[config.mk]
export PLATFORM = sky130hd
export DESIGN_NAME = vend_controller
export DESIGN_NICKNAME = d
export VERILOG_FILES = /design/src/rtl/vend_controller.sv
export SDC_FILE = /design/constraint.sdc
export NUM_CORES = 1
export LEC_CHECK = 0
export ABC_AREA = 1
export BUFFER_PORTS_ARGS = -buffer_cell sky130_fd_sc_hd__buf_2
export CORE_MARGIN = 5
export CORE_UTILIZATION = 40
export DETAILED_ROUTE_END_ITERATION = 7
export GPL_TIMING_DRIVEN = 0
export HOLD_SLACK_MARGIN = 0.05
export PLACE_DENSITY = 0.6
export SLEW_MARGIN = 20
export SYNTH_ARGS = -nofsm -noshare
export SYNTH_HDL_FRONTEND = slang
export SYNTH_SLANG_ARGS = --single-unit
[constraint.sdc]
create_clock -name i_clock -period 4.3 [get_ports i_clock]
set_input_delay 0.86 -clock i_clock [delete_from_list [all_inputs] [get_ports i_clock]]
set_output_delay 0.86 -clock i_clock [all_outputs]
set_load 0.02 [all_outputs]
[src/rtl/vend_controller.sv]
// rtl/vend_controller.sv - coin-operated vend controller with binary credit, cancel/refund and greedy change payout
module vend_controller #(
  parameter int PRICE      = 30,
  parameter int MAX_CREDIT = 95,
  parameter int CREDIT_W   = 8
) (
  input  logic                i_clock,
  input  logic                i_reset,
  input  logic [2:0]          i_sensor,
  input  logic                i_cancel,
  input  logic                i_vend_ack,
  input  logic                i_change_ready,
  output logic                o_release_soda,
  output logic [2:0]          o_change_coin,
  output logic                o_coin_reject,
  output logic [CREDIT_W-1:0] o_credit,
  output logic                o_busy
);

  localparam logic [2:0] S_IDLE    = 3'd0;
  localparam logic [2:0] S_COLLECT = 3'd1;
  localparam logic [2:0] S_VEND    = 3'd2;
  localparam logic [2:0] S_CHANGE  = 3'd3;
  localparam logic [2:0] S_REFUND  = 3'd4;

  localparam logic [2:0] COIN_Q = 3'b001;
  localparam logic [2:0] COIN_D = 3'b010;
  localparam logic [2:0] COIN_N = 3'b100;

  localparam logic [CREDIT_W:0]   L_PRICE_W = (CREDIT_W+1)'(PRICE);
  localparam logic [CREDIT_W:0]   L_MAX_W   = (CREDIT_W+1)'(MAX_CREDIT);
  localparam logic [CREDIT_W-1:0] L_PRICE   = CREDIT_W'(PRICE);
  localparam logic [CREDIT_W-1:0] L_Q       = CREDIT_W'(25);
  localparam logic [CREDIT_W-1:0] L_D       = CREDIT_W'(10);
  localparam logic [CREDIT_W-1:0] L_N       = CREDIT_W'(5);

  logic [2:0]          r_state;
  logic [CREDIT_W-1:0] r_credit;
  logic                r_release;
  logic [2:0]          r_change;
  logic                r_reject;
  logic                r_busy;

  logic [2:0]          w_state;
  logic [CREDIT_W-1:0] w_credit;
  logic                w_release;
  logic [2:0]          w_change;
  logic                w_reject;
  logic                w_coin_present;
  logic                w_coin_valid;
  logic [CREDIT_W:0]   w_coin_val;
  logic [CREDIT_W:0]   w_sum;
  logic [CREDIT_W-1:0] w_remain;
  logic [2:0]          w_pay_coin;
  logic [CREDIT_W-1:0] w_pay_val;
  logic [CREDIT_W-1:0] w_pay_left;

  // Sum is one bit wider than credit so the ceiling compare cannot wrap.
  always_comb begin
    w_coin_val = '0;
    case (i_sensor)
      COIN_Q:  w_coin_val = {1'b0, L_Q};
      COIN_D:  w_coin_val = {1'b0, L_D};
      COIN_N:  w_coin_val = {1'b0, L_N};
      default: w_coin_val = '0;
    endcase
  end

  assign w_coin_present = |i_sensor;
  assign w_coin_valid   = (i_sensor == COIN_Q) || (i_sensor == COIN_D) || (i_sensor == COIN_N);
  assign w_sum          = {1'b0, r_credit} + w_coin_val;
  assign w_remain       = r_credit - L_PRICE;
  assign w_pay_left     = r_credit - w_pay_val;

  always_comb begin
    w_pay_coin = COIN_N;
    w_pay_val  = L_N;
    if (r_credit >= L_Q) begin
      w_pay_coin = COIN_Q;
      w_pay_val  = L_Q;
    end else if (r_credit >= L_D) begin
      w_pay_coin = COIN_D;
      w_pay_val  = L_D;
    end
  end

  always_comb begin
    w_state   = r_state;
    w_credit  = r_credit;
    w_release = 1'b0;
    w_change  = 3'b000;
    w_reject  = 1'b0;
    case (r_state)
      S_IDLE, S_COLLECT: begin
        if (i_cancel && (r_state == S_COLLECT)) begin
          w_state  = S_REFUND;
          w_reject = w_coin_present;
        end else if (w_coin_present) begin
          if (!w_coin_valid || (w_sum > L_MAX_W)) begin
            w_reject = 1'b1;
          end else begin
            w_credit = w_sum[CREDIT_W-1:0];
            if (w_sum >= L_PRICE_W) begin
              w_state   = S_VEND;
              w_release = 1'b1;
            end else begin
              w_state = S_COLLECT;
            end
          end
        end
      end
      S_VEND: begin
        w_reject  = w_coin_present;
        w_release = 1'b1;
        if (i_vend_ack) begin
          w_release = 1'b0;
          w_credit  = w_remain;
          w_state   = (w_remain == '0) ? S_IDLE : S_CHANGE;
        end
      end
      S_CHANGE, S_REFUND: begin
        w_reject = w_coin_present;
        if (r_credit == '0) begin
          w_state = S_IDLE;
        end else if (i_change_ready) begin
          w_change = w_pay_coin;
          w_credit = w_pay_left;
          if (w_pay_left == '0) w_state = S_IDLE;
        end
      end
      default: begin
        w_state  = S_IDLE;
        w_credit = '0;
      end
    endcase
  end

  always_ff @(posedge i_clock) begin
    if (i_reset) begin
      r_state   <= S_IDLE;
      r_credit  <= '0;
      r_release <= 1'b0;
      r_change  <= 3'b000;
      r_reject  <= 1'b0;
      r_busy    <= 1'b0;
    end else begin
      r_state   <= w_state;
      r_credit  <= w_credit;
      r_release <= w_release;
      r_change  <= w_change;
      r_reject  <= w_reject;
      r_busy    <= (w_state == S_VEND) || (w_state == S_CHANGE) || (w_state == S_REFUND);
    end
  end

  assign o_release_soda = r_release;
  assign o_change_coin  = r_change;
  assign o_coin_reject  = r_reject;
  assign o_credit       = r_credit;
  assign o_busy         = r_busy;

endmodule
# --- Word-level counts from Yosys, hierarchy flattened ---
# Cells that the tools add are included.
totals:
  regBits: 17
  input_bits: 8
  out_inout_bits: 14
  word_cells: 82
classes:
  addsub: 3
  order_cmp: 4
  eq_ne: 16
  n_mux: 32
  bitwise_logic: 2
  reduce_logical: 18
op_table:
  columns: ["cell", "n"]
  rows:
  - ["8-bit 2-to-1 mux", 6]
  - ["8-bit zero test", 3]
  - ["3-bit 2-to-1 mux", 8]
  - ["8-bit one-hot mux with 3 select lines", 1]
  - ["3-bit by 2-bit equality test with 1-bit output (second input constant)", 5]
  - ["5-bit one-hot mux with 3 select lines", 1]
  - ["2-bit != test (second input constant)", 6]
  - ["8-bit by 9-bit adder with 9-bit output", 1]
  - ["3-bit equality test (second input constant)", 3]
  - ["9-bit by 5-bit >= comparator with 1-bit output (second input constant)", 1]
  - ["9-bit by 7-bit > comparator with 1-bit output (second input constant)", 1]
  - ["1-bit 2-to-1 mux", 9]
  - ["3-bit one-hot mux with 3 select lines", 1]
  - ["8-bit by 4-bit >= comparator with 1-bit output (second input constant)", 1]
  - ["8-bit by 5-bit >= comparator with 1-bit output (second input constant)", 1]
  - ["8-bit by 5-bit subtractor with 8-bit output (second input constant)", 1]
  - ["8-bit subtractor", 1]
  - ["3-bit by 1-bit equality test with 1-bit output (second input constant)", 2]
  - ["6-bit AND reduction", 1]
  - ["3-bit OR reduction", 2]
  - ["1-bit logical OR", 5]
  - ["5-bit 2-to-1 mux", 1]
  - ["5-bit OR reduction", 1]
  - ["2-bit 2-to-1 mux", 2]
  - ["other kinds (8)", 11]

# --- Logic depth before layout (Yosys ltp) ---
logic_depth:
  depth_word: 12
  mapped_depth: 23
  depth_no_buf: 22

# --- Worst setup path before layout ---
# OpenSTA, ideal clock, no wires.
synth_path:
  kind: "input-to-reg"
  from: "input port i_sensor[2]"
  to: "register r_credit[0], in the netlist o_credit[0]"
  setup_ns: 0.109
  arrival_ns: 2.850
  required_time_ns: 4.191
  path_slack_ns: 1.341
  stages: 17
  n_path_buf: 0
  path_cell_list: "inv_1 nor3_1 or2_2 ha_1 fa_1 nand3_1 nand3_1 a21oi_1 nand3_2 inv_2 nand3b_4 nand2_4 nand2_4 inv_2 nand3_1 nand2_1 nor2_2"
synth_via:
  elab_chain_cells: 7
  word_cells_on_any_way: 18
  classes_between: "add/sub (1); order compare (1); eq/ne (5); mux (5); reduce/logical (6)"
synth_lines:
  columns: ["item", "line_no", "source"]
  rows:
  - ["from (decl)", "9", "input logic [2:0] i_sensor,"]
  - ["3-bit equality test (tied with other cells)", "61, 70", null]
  - ["5-bit one-hot mux with 3 select lines or 1-bit logical OR (tied branches)", "61, 70", null]
  - ["8-bit by 9-bit adder with 9-bit output or 1-bit logical OR (tied branches)", "71, 70", null]
  - ["9-bit by 7-bit > comparator with 1-bit output (tied with other cells)", "99", "if (!w_coin_valid || (w_sum > L_MAX_W)) begin"]
  - ["1-bit logical OR or 8-bit 2-to-1 mux (tied branches)", "99, 98", null]
  - ["2-bit != test (no line) or 8-bit 2-to-1 mux (tied branches)", null, null]
  - ["6-bit AND reduction (no line) or 8-bit one-hot mux with 3 select lines (tied branches)", null, null]
  - ["to (signal assigned)", "148", "r_credit <= w_credit;"]
  - ["to (decl)", "38", "logic [CREDIT_W-1:0] r_credit;"]
# Parallel ways exist; a longest one is shown, timed or not. The select of a mux whose other input is x is not followed.
# A chain may end at the register's enable or synchronous reset.

# --- Final worst setup path ---
layout_path:
  from: "register r_credit[1], in the netlist o_credit[1]"
  to: "register r_busy, in the netlist o_busy"
layout_via:
  elab_chain_cells: 12
  word_cells_on_any_way: 28
  classes_between: "add/sub (3); order compare (4); eq/ne (3); mux (12); reduce/logical (6)"
layout_lines:
  columns: ["item", "line_no", "source"]
  rows:
  - ["8-bit by 4-bit >= comparator with 1-bit output", "81", "end else if (r_credit >= L_D) begin"]
  - ["4-bit 2-to-1 mux", "81", null]
  - ["5-bit 2-to-1 mux", "78", "if (r_credit >= L_Q) begin"]
  - ["8-bit subtractor", "73", "assign w_pay_left = r_credit - w_pay_val;"]
  - ["8-bit zero test", "128", "if (w_pay_left == '0) w_state = S_IDLE;"]
  - ["3-bit 2-to-1 mux", "128", null]
  - ["3-bit 2-to-1 mux", "125", "end else if (i_change_ready) begin"]
  - ["3-bit 2-to-1 mux", "123", "if (r_credit == '0) begin"]
  - ["3-bit one-hot mux with 3 select lines (*)", "93", "case (r_state)"]
  - ["3-bit by 2-bit equality test with 1-bit output", "152", "r_busy <= (w_state == S_VEND) || (w_state == S_CHANGE) || (w_state == S_REFUND);"]
  - ["1-bit logical OR", "152", null]
  - ["1-bit logical OR (*)", "152", null]
  - ["to (signal assigned)", "152", null]
  - ["to (decl)", "42", "logic r_busy;"]
# Mark *: on every way between the ends. The rest lies on a longest branch, timed or not.

==> results.yml <==
yosys:
  synth.cell_area_um2: 1829
  ys_ff_latch: 17
  synth.net_count: 300
  async_flop_share: 0
  synth-seq-area-share: 0.1860
  netlist.area_leader.share: 0.1860
  synth_area_leader_cell: "dfxtp_1"
  ys_types: 37
  synth-main-ff-cell: "dfxtp_1"
  yosys_warnings: 0
  yosys-top-cells-area: "dfxtp_1 19%, nand2_1 14%, ha_1 7.5%, inv_1 7.4%, nand3_1 6.8%"
  synth.avg_cell_area_um2: 6.556
  synth_edf_count: 0
  syn_inst: 279
worst_setup_path:
  arrival_ns: 3.30
  slowest_delay_ns: 0.46
  startpoint_type: "flop"
  crit_type: "flop to flop"
  worst_setup_path_end_kind: "flop"
  path_cells: "nor2_2 -> nand2_1 -> nand2_2 -> nand2_1 -> nor2_1 -> inv_1 -> ha_1 -> fa_1 -> inv_1 -> nand2_1 -> o21bai_1 -> nand3_1 -> nand3_1 -> nand2_1 -> nor3_2 -> nand2_2 -> nand3_2 -> nand2_1 -> nand2_1 -> nand2_1"
  required_ns: 4.47
  cp_slowest_cell: "dfxtp_1"
  crit_top_cell: "nand2_1"
  crit_path_max_fanout: 11
clock_network:
  post_cts_buffers: 0
  cts_buffers: 3
  cts_tree: "done"
  htree_num_levels: 1
  cts_resized: 0
  cts_root_buffer: "clkbuf_8"
  clock_latency_ns: 0.26
  clk_path_buf_depth: 2
  cts.sinks: 17
  cts-hold-fix-buffers: 0
  cts.clk_slew.worst_paths_ns: 0.08
global_routing:
  overflow: 0
  grt_pass1_wl_mm: 7.741
  grt_usage: 0.1561
  grt_max_degree: 12
  antenna_found_initial: 0
  grt_pass1_vias: 1692
drt:
  vias: 1814
  dr.pass1.iters: 4
  route.detailed.drc: 0
  drt_wl_total_mm: 4.621
  avgViaCountPerCell: 5.096
  wl_per_cell_um: 12.98
  drtIter0Drc: 64
  ant_nets: 0
sta:
  finClkSkew_ns: 0.005477
  rsz0062_at_grt: "no"
  max_freq_mhz: 319.2
  period_needed_ns: 3.133
  setup-tns-final_ns: 0
  slew_violations: 0
  setup_viol: 0
  hold_violations: 0
  relSlewSlack: 0.5776
  tightest_slew_ns: 0.6313
  fin_crit_sh: 0.7285
placement:
  portBuffers: 21
  place_congestion: 0.8284
  place_hpwl_mm: 3.744
  postPlaceCellArea_um2: 1999
floorplanning:
  dieArea_um2: 6026
  fp.dieW_um: 77.63
  core_area_um2: 4384
  initial_core_util: 0.4172
  die_h_um: 77.63
  rows: 24
  io_pins: 22
cells_and_area:
  synthToLayoutAreaGrowth_pct: 11.97
  drive_gt1_frac: 0.2401
  final_cell_mix: "67 x nand2_1, 36 x inv_1, 25 x nand3_1"
  diodes: 0
  final_common_cell: "nand2_1"
  fin_area_um2: 2048
  nets: 326
  fill_cells: 493
power:
  ir_worst_vdd_uv: 483.7
  p_leak_uw: 0.001098
  p_per_area_nw_per_um2: 729.3
status:
  status: "complete, no violations"
hold_path:
  holdCritPathClass: "flop to flop"
run:
  drv_cap: 0
[where the power goes]
group	internal (uW)	switching, uW	leakage (uW)
Combinational	383	711	0.000937
Sequential	206	62.5	0.000140
Clock	65.5	65.9	0.0000217
Total	654	840	0.00110
[cell type report]
class,count,area (um^2),share of cell area
repair buffers,21,105.1,0.05131
multi-input cells,214,1291,0.6304
inverters,46,175.2,0.08552
flip-flops and latches,17,340.3,0.1662
plain buffers,2,22.52,0.01100
well taps,52,65.06,0.03177
clock buffers,3,41.29,0.02016
clock inverters,1,7.507,0.003665
[worst max-delay path, delay by kind of cell, from the launching register on]
family	cells	cell delay, ns
simple gates	15	1.53
compound gates	1	0.23
buf+inv	2	0.21
flops	1	0.46
fa+ha+maj	2	0.60
[registers in the layout (all words and copies together), names as in the netlist]
signal / cells
o_busy: 1
o_change_coin: 3
o_coin_reject: 1
o_credit: 8
o_release_soda: 1
r_state: 3
[Yosys cell counts, types with 3 or more instances]
library cell	n
nor2_2	5
xor2_1	5
nor3_2	3
nand3_2	4
a21oi_2	3
dfxtp_1	17
nand3_1	25
inv_2	8
nand2_2	9
ha_1	11
nor2_4	3
o21ai_0	7
nand4_1	8
inv_1	36
nor3_1	5
nand2_1	67
nand2_4	4
nor2_1	20
a22oi_1	5
a21oi_1	11
[final timing paths]
path | cells past startpoint | start | to | slack [ns]
hold reg to reg | 2 | o_credit[7] | o_credit[7] | 0.62
setup / recovery | 20 | o_credit[1] | o_busy | 1.17
hold / removal | 2 | o_credit[7] | o_credit[7] | 0.62
setup reg to reg | 20 | o_credit[1] | o_busy | 1.17
[cells by family (layout without fill, tap and decap cells)]
kind of cell	after synthesis	after routing	synth area share
AO/OA/AOI/OAI	34	34	0.1163
XOR/XNOR	7	7	0.03352
adder cells (fa/ha/maj)	13	13	0.09713
buffers and inverters	48	73	0.1081
flip-flops	17	17	0.1860
AND/OR/NAND/NOR	160	160	0.4590
[through the flow]
step                      power [uW]  hold slack, ns  setup WS, ns  cells    util
final                           1494          0.6195         1.167    356  0.4672
after CTS                       1499          0.6173         1.170    356  0.4672
after floorplan                 1120          0.5802         1.341    279       -
after global routing            1650          0.6342        0.7820    356  0.4672
after global placement          1356          0.5980        0.9606    352  0.4561
after detailed placement        1363          0.5999        0.9656    352  0.4561
[metal layers]
layer	up-vias	track usage	wire [um]
met2	29	0.2604	2212
met3	4	0.03472	175
met4	0	0.02749	27
met1	817	0.2077	2206
li1	964	-	-
met5	-	0	0
(Power assumes the default switching activity.)
